[src/rtl/mem_lsu.sv]
// mem_lsu - load/store initiator between the core memory stage and a
// word-only data memory (combinational read, synchronous write, no byte
// enables). Byte/half/word loads are extracted from the addressed word and
// sign/zero-extended; sub-word stores are performed as read-modify-write.
//
// Ports:
//   clk, rst            clock, synchronous active-high reset
//   req_i / ready_o     core request handshake (accept when both high)
//   we_i, size_i        store/load select, access size (00 b, 01 h, 10 w)
//   unsigned_i          zero-extend sub-word loads when set
//   addr_i, wdata_i     byte address, right-aligned store data
//   done_o              one-cycle completion pulse
//   rdata_o, err_o      load result / misaligned-or-illegal flag (with done_o)
//   mem_rw_o            memory write strobe (1 = write)
//   mem_addr_o          word-aligned memory address
//   mem_wdata_o         memory write word
//   mem_rdata_i         combinational memory read word
//
// Build option: define LSU_PIPE_EN to also accept a new request in the
// response cycle, giving back-to-back loads every 2 cycles.

module mem_lsu #(
    parameter int ADDR_W = 32,
    parameter int DATA_W = 32
) (
    input  logic              clk,
    input  logic              rst,
    input  logic              req_i,
    output logic              ready_o,
    input  logic              we_i,
    input  logic [1:0]        size_i,
    input  logic              unsigned_i,
    input  logic [ADDR_W-1:0] addr_i,
    input  logic [DATA_W-1:0] wdata_i,
    output logic              done_o,
    output logic [DATA_W-1:0] rdata_o,
    output logic              err_o,
    output logic              mem_rw_o,
    output logic [ADDR_W-1:0] mem_addr_o,
    output logic [DATA_W-1:0] mem_wdata_o,
    input  logic [DATA_W-1:0] mem_rdata_i
);

    localparam logic [1:0] ST_IDLE   = 2'd0;
    localparam logic [1:0] ST_ACCESS = 2'd1;
    localparam logic [1:0] ST_WRITE  = 2'd2;
    localparam logic [1:0] ST_RESP   = 2'd3;

    localparam logic [1:0] SZ_BYTE = 2'b00;
    localparam logic [1:0] SZ_HALF = 2'b01;
    localparam logic [1:0] SZ_WORD = 2'b10;

    // Misaligned or illegal-size access: never touches memory.
    function automatic logic op_illegal(input logic [1:0] size, input logic [1:0] lo);
        logic bad;
        case (size)
            SZ_BYTE: bad = 1'b0;
            SZ_HALF: bad = lo[0];
            SZ_WORD: bad = (lo != 2'b00);
            default: bad = 1'b1;
        endcase
        return bad;
    endfunction

    // Pick the addressed lane out of the memory word and extend it.
    function automatic logic [DATA_W-1:0] load_extract(input logic [DATA_W-1:0] word,
                                                       input logic [1:0] size,
                                                       input logic uns,
                                                       input logic [1:0] lo);
        logic [7:0]        b;
        logic [15:0]       h;
        logic [DATA_W-1:0] res;
        b = word[8*lo +: 8];
        h = lo[1] ? word[31:16] : word[15:0];
        case (size)
            SZ_BYTE: res = {{24{~uns & b[7]}}, b};
            SZ_HALF: res = {{16{~uns & h[15]}}, h};
            default: res = word;
        endcase
        return res;
    endfunction

    // Replace the addressed lane of the memory word with the store data.
    function automatic logic [DATA_W-1:0] store_merge(input logic [DATA_W-1:0] word,
                                                      input logic [DATA_W-1:0] wd,
                                                      input logic [1:0] size,
                                                      input logic [1:0] lo);
        logic [DATA_W-1:0] res;
        res = word;
        case (size)
            SZ_BYTE: res[8*lo +: 8] = wd[7:0];
            SZ_HALF: res[16*lo[1] +: 16] = wd[15:0];
            default: res = wd;
        endcase
        return res;
    endfunction

    logic [1:0]        state_q, state_d;
    logic              we_q;
    logic [1:0]        size_q;
    logic              uns_q;
    logic [1:0]        lo_q;
    logic              done_q;
    logic              err_q;
    logic [DATA_W-1:0] rdata_q;
    logic              mem_rw_q, mem_rw_d;
    logic [ADDR_W-1:0] mem_addr_q;
    // Holds the latched store data until ACCESS, then the merged word.
    logic [DATA_W-1:0] mem_wdata_q;
    logic              ready_s;
    logic              accept_s;
    logic              illegal_s;

    // Request acceptance window.
    always_comb begin
`ifdef LSU_PIPE_EN
        ready_s = (state_q == ST_IDLE) || (state_q == ST_RESP);
`else
        ready_s = (state_q == ST_IDLE);
`endif
        accept_s  = req_i & ready_s;
        illegal_s = op_illegal(size_i, addr_i[1:0]);
    end

    // Next-state and memory write strobe decode.
    always_comb begin
        state_d = state_q;
        case (state_q)
            ST_IDLE: begin
                if (accept_s) begin
                    state_d = illegal_s ? ST_RESP : ST_ACCESS;
                end else begin
                    state_d = ST_IDLE;
                end
            end
            ST_ACCESS: begin
                if (we_q && (size_q != SZ_WORD)) begin
                    state_d = ST_WRITE;
                end else begin
                    state_d = ST_RESP;
                end
            end
            ST_WRITE: state_d = ST_RESP;
            ST_RESP: begin
                if (accept_s) begin
                    state_d = illegal_s ? ST_RESP : ST_ACCESS;
                end else begin
                    state_d = ST_IDLE;
                end
            end
            default: state_d = ST_IDLE;
        endcase
        // Entering ACCESS only happens on an accept, so the core inputs are
        // still valid here for the word-store case.
        mem_rw_d = ((state_d == ST_ACCESS) && we_i && (size_i == SZ_WORD)) ||
                   (state_d == ST_WRITE);
    end

    // State, latched operands and registered outputs.
    always_ff @(posedge clk) begin
        if (rst) begin
            state_q     <= ST_IDLE;
            we_q        <= 1'b0;
            size_q      <= 2'b00;
            uns_q       <= 1'b0;
            lo_q        <= 2'b00;
            done_q      <= 1'b0;
            err_q       <= 1'b0;
            rdata_q     <= '0;
            mem_rw_q    <= 1'b0;
            mem_addr_q  <= '0;
            mem_wdata_q <= '0;
        end else begin
            state_q  <= state_d;
            done_q   <= (state_d == ST_RESP);
            mem_rw_q <= mem_rw_d;
            if (accept_s) begin
                we_q    <= we_i;
                size_q  <= size_i;
                uns_q   <= unsigned_i;
                lo_q    <= addr_i[1:0];
                err_q   <= illegal_s;
                rdata_q <= '0;
                // An illegal request leaves the memory port untouched.
                if (!illegal_s) begin
                    mem_addr_q  <= {addr_i[ADDR_W-1:2], 2'b00};
                    mem_wdata_q <= wdata_i;
                end
            end
            if (state_q == ST_ACCESS) begin
                if (!we_q) begin
                    rdata_q <= load_extract(mem_rdata_i, size_q, uns_q, lo_q);
                end else if (size_q != SZ_WORD) begin
                    mem_wdata_q <= store_merge(mem_rdata_i, mem_wdata_q, size_q, lo_q);
                end
            end
        end
    end

    assign ready_o     = ready_s;
    assign done_o      = done_q;
    assign err_o       = err_q;
    assign rdata_o     = rdata_q;
    // Reset must suppress a write in the very cycle it is asserted.
    assign mem_rw_o    = mem_rw_q & ~rst;
    assign mem_addr_o  = mem_addr_q;
    assign mem_wdata_o = mem_wdata_q;

endmodule

[config.mk]
export PLATFORM = sky130hd
export DESIGN_NAME = mem_lsu
export DESIGN_NICKNAME = d
export VERILOG_FILES = /design/src/rtl/mem_lsu.sv
export SDC_FILE = /design/constraint.sdc
export NUM_CORES = 1
export LEC_CHECK = 0
export CAP_MARGIN = 20
export CORE_UTILIZATION = 47
export CTS_CLUSTER_DIAMETER = 50
export DETAILED_ROUTE_END_ITERATION = 7
export PLACE_DENSITY = 0.84
export SETUP_SLACK_MARGIN = 0.02
export SKIP_CTS_REPAIR_TIMING = 1
export SYNTH_ARGS = -nofsm -noshare
export SYNTH_HDL_FRONTEND = slang
export SYNTH_SLANG_ARGS = --single-unit
[constraint.sdc]
create_clock -name clk -period 3.6 [get_ports clk]
set_clock_uncertainty 0.15 [all_clocks]
set_input_delay 0.72 -clock clk [delete_from_list [all_inputs] [get_ports clk]]
set_output_delay 0.72 -clock clk [all_outputs]
set_load 0.02 [all_outputs]
==> results.txt <==
Deepest clock path buffer count - 2
Synth area leader - dfxtp_1
Final TNS setup - 0 ps
Crit path capture type - flip-flop
Gate Count Post-Synth - 622
Final Max Slew Viols - 0
Min Tclk post-route - 2700 ps
Post-route ant nets - 0
First-pass GRT wire length - 28,000 µm
Setup violators final - 0
Vias in the first global route - 5,362
DP HPWL - 13,700 µm
#FFs+latches synth - 105
Peak supply drop - 372 µV
Clock Sinks - 105
DIE AREA - 11,400 µm²
Fin. Hold Viols - 0
Crit path required time - 3720 ps
Drt drc - 0
GRT Resource Usage Total - 31.4%
Gpl congestion - 0.912
Commonest cells post-synth - dfxtp_1 (105), a21oi_1 (104), nand2_1 (100)
Vias/cell - 5.96
Lkg Pwr - 2.59 nW
Gr ovfl total - 0
Nets - 913
Chip width - 107 µm
Initial DRC count - 617
Top post-synthesis cells by area - dfxtp_1 (41%), a21oi_1 (10%), nand2_1 (7.3%), a211oi_1 (4.9%), a221oi_1 (3.9%)
CTS tree - built
H-tree levels - 3
DRT Wirelength - 18,200 µm
CP Class - in -> reg
Pwr Total - 4.35 mW
Num ports - 203
Root buffer cell - clkbuf_8
Layout cells sized above 1 - 7.59%
Unique cell type count in the Yosys netlist - 50
Hold crit path type - reg -> reg
Syn Std Cell Area - 5170 µm²
FILL cells - 844
Initial antenna violation count - 1
Relative slew margins - 28.9%
FP Rows - 37
Largest net degree at the start of global routing - 95
Die height - 107 µm
Share of the yosys chip area belonging to registers - 40.7%
Most common cell in the netlist - dfxtp_1
Top FF cell, synth - dfxtp_1
Core ar. - 10,500 µm²
Fmax - 0.370 GHz
Arr. time, crit path - 2820 ps
Share of the synthesized area in the top cell type - 40.7%
Insertion delay to the later sink of the worst-skew pair - 370 ps
Crit share post-route - 75.0%
Post-synth EDFFs - 0
Clock Pin Slew Worst Setup and Hold Paths - 100 ps
Syn_area_per_cell - 8.31 µm²
Pwr Density - 585 nW/µm²
Max FO, Critical Path - 16
Max_cap viols - 0
Layout overhead on the synthesized area - 43.8%
Ys Warns - 0
Total clock buffers created by CTS - 9
Initial Utilization - 49.2%
Worst Tran Pin Value - 1060 ps
Vias - 5,610
PortBufs - 200
RSZ-0062 raised after global routing - false
Status - finished, final reports clean
CP Launch Type - input port
WL/cell - 19.3 µm
Async SR Flop Fraction - 0%
First drt pass iteration count - 5
cell type report:
class                   count  area, µm²  share of cell area [%]
multi-input cells         457       2810                    37.8
repair buffers            216       2120                    28.5
flip-flops and latches    105       2100                    28.3
well taps                 136        170                    2.29
clock buffers              11        151                    2.04
clock inverters             5       38.8                   0.522
inverters                  10       37.5                   0.505
diodes                      1       2.50                  0.0337
per-stage QoR:
stage / worst slack, ps / hold WS (ps) / cell area, µm² / cells / util (%)
after floorplan: 1280 / 300 / 5170 / 623 / -
after global placement: 616 / 291 / 7240 / 924 / 68.9
after detailed placement: 541 / 296 / 7240 / 924 / 68.9
after CTS: 921 / 311 / 7430 / 940 / 70.7
after global routing: 764 / 327 / 7430 / 941 / 70.7
final: 901 / 309 / 7430 / 941 / 70.7
worst paths after layout:
path                                                   from  slack [ps]  depth (start not counted)                          end
worst max-delay path                              size_i[0]         900                          6  mem_wdata_o[5]$_SDFFE_PP0P_
worst min register to register  mem_addr_o[25]$_SDFFE_PP0P_         310                          2  mem_addr_o[25]$_SDFFE_PP0P_
worst min-delay path            mem_addr_o[25]$_SDFFE_PP0P_         310                          2  mem_addr_o[25]$_SDFFE_PP0P_
worst max register to register         lo_q[1]$_SDFFE_PP0N_         910                          6       rdata_o[20]$_SDFF_PP0_
logic make-up after synthesis:
kind of cell	count (synthesis)	share of synthesized area, %
and+or+nand+nor	173	14.7
DFF	105	40.7
buffers and inverters	61	5.06
other	1	0.0726
adders and majority gates	11	2.66
AOI/OAI and AO/OA	243	30.8
muxes	28	6.05
registers in the layout (all words and copies together) (netlist names):
| name | cells |
|---|---|
| size_q | 2 |
| lo_q | 2 |
| uns_q | 1 |
| state_q | 2 |
| mem_rw_q | 1 |
| mem_addr_o | 30 |
| done_o | 1 |
| mem_wdata_o | 32 |
| err_o | 1 |
| we_q | 1 |
| rdata_o | 32 |
power by group:
| part | internal (mW) | switching (mW) |
|---|---|---|
| Clock | 0.294 | 0.429 |
| Combinational | 0.892 | 1.16 |
| Sequential | 1.41 | 0.166 |
| Total | 2.60 | 1.75 |
critical path, cell delays in order:
cell	delay, ps
clkdlybuf4s50_1	530
a21oi_1	170
o21ai_2	660
nor2_1	220
a22o_1	290
a32o_1	220
per-layer routing:
layer | vias to the layer above | track usage (%) | share of wire, % | routed length, µm
met4 | 0 | 14.2 | 3.0 | 547
met5 | - | 0 | 0 | 0
met1 | 2629 | 40.8 | 41 | 7470
li1 | 2629 | - | - | -
met3 | 47 | 4.80 | 7.5 | 1370
met2 | 305 | 51.4 | 48 | 8800
layout by cell type (no fill, tap or decap), types with 3 or more instances in the layout:
cell type	n
a211oi_1	34
a21oi_1	104
a221o_1	6
a221oi_1	23
a22o_1	4
a22oi_1	16
a32o_1	4
and2_1	6
buf_4	16
clkbuf_8	11
clkdlybuf4s50_1	199
dfxtp_1	105
ha_1	11
inv_1	10
mux2_2	16
mux2i_1	11
nand2_1	100
nand2b_1	4
nand3_1	6
nand3b_1	3
nor2_1	32
nor2b_1	5
nor3_1	7
o21a_1	3
o21ai_0	28
o221a_2	6
Power figures use the tool's default switching activity.
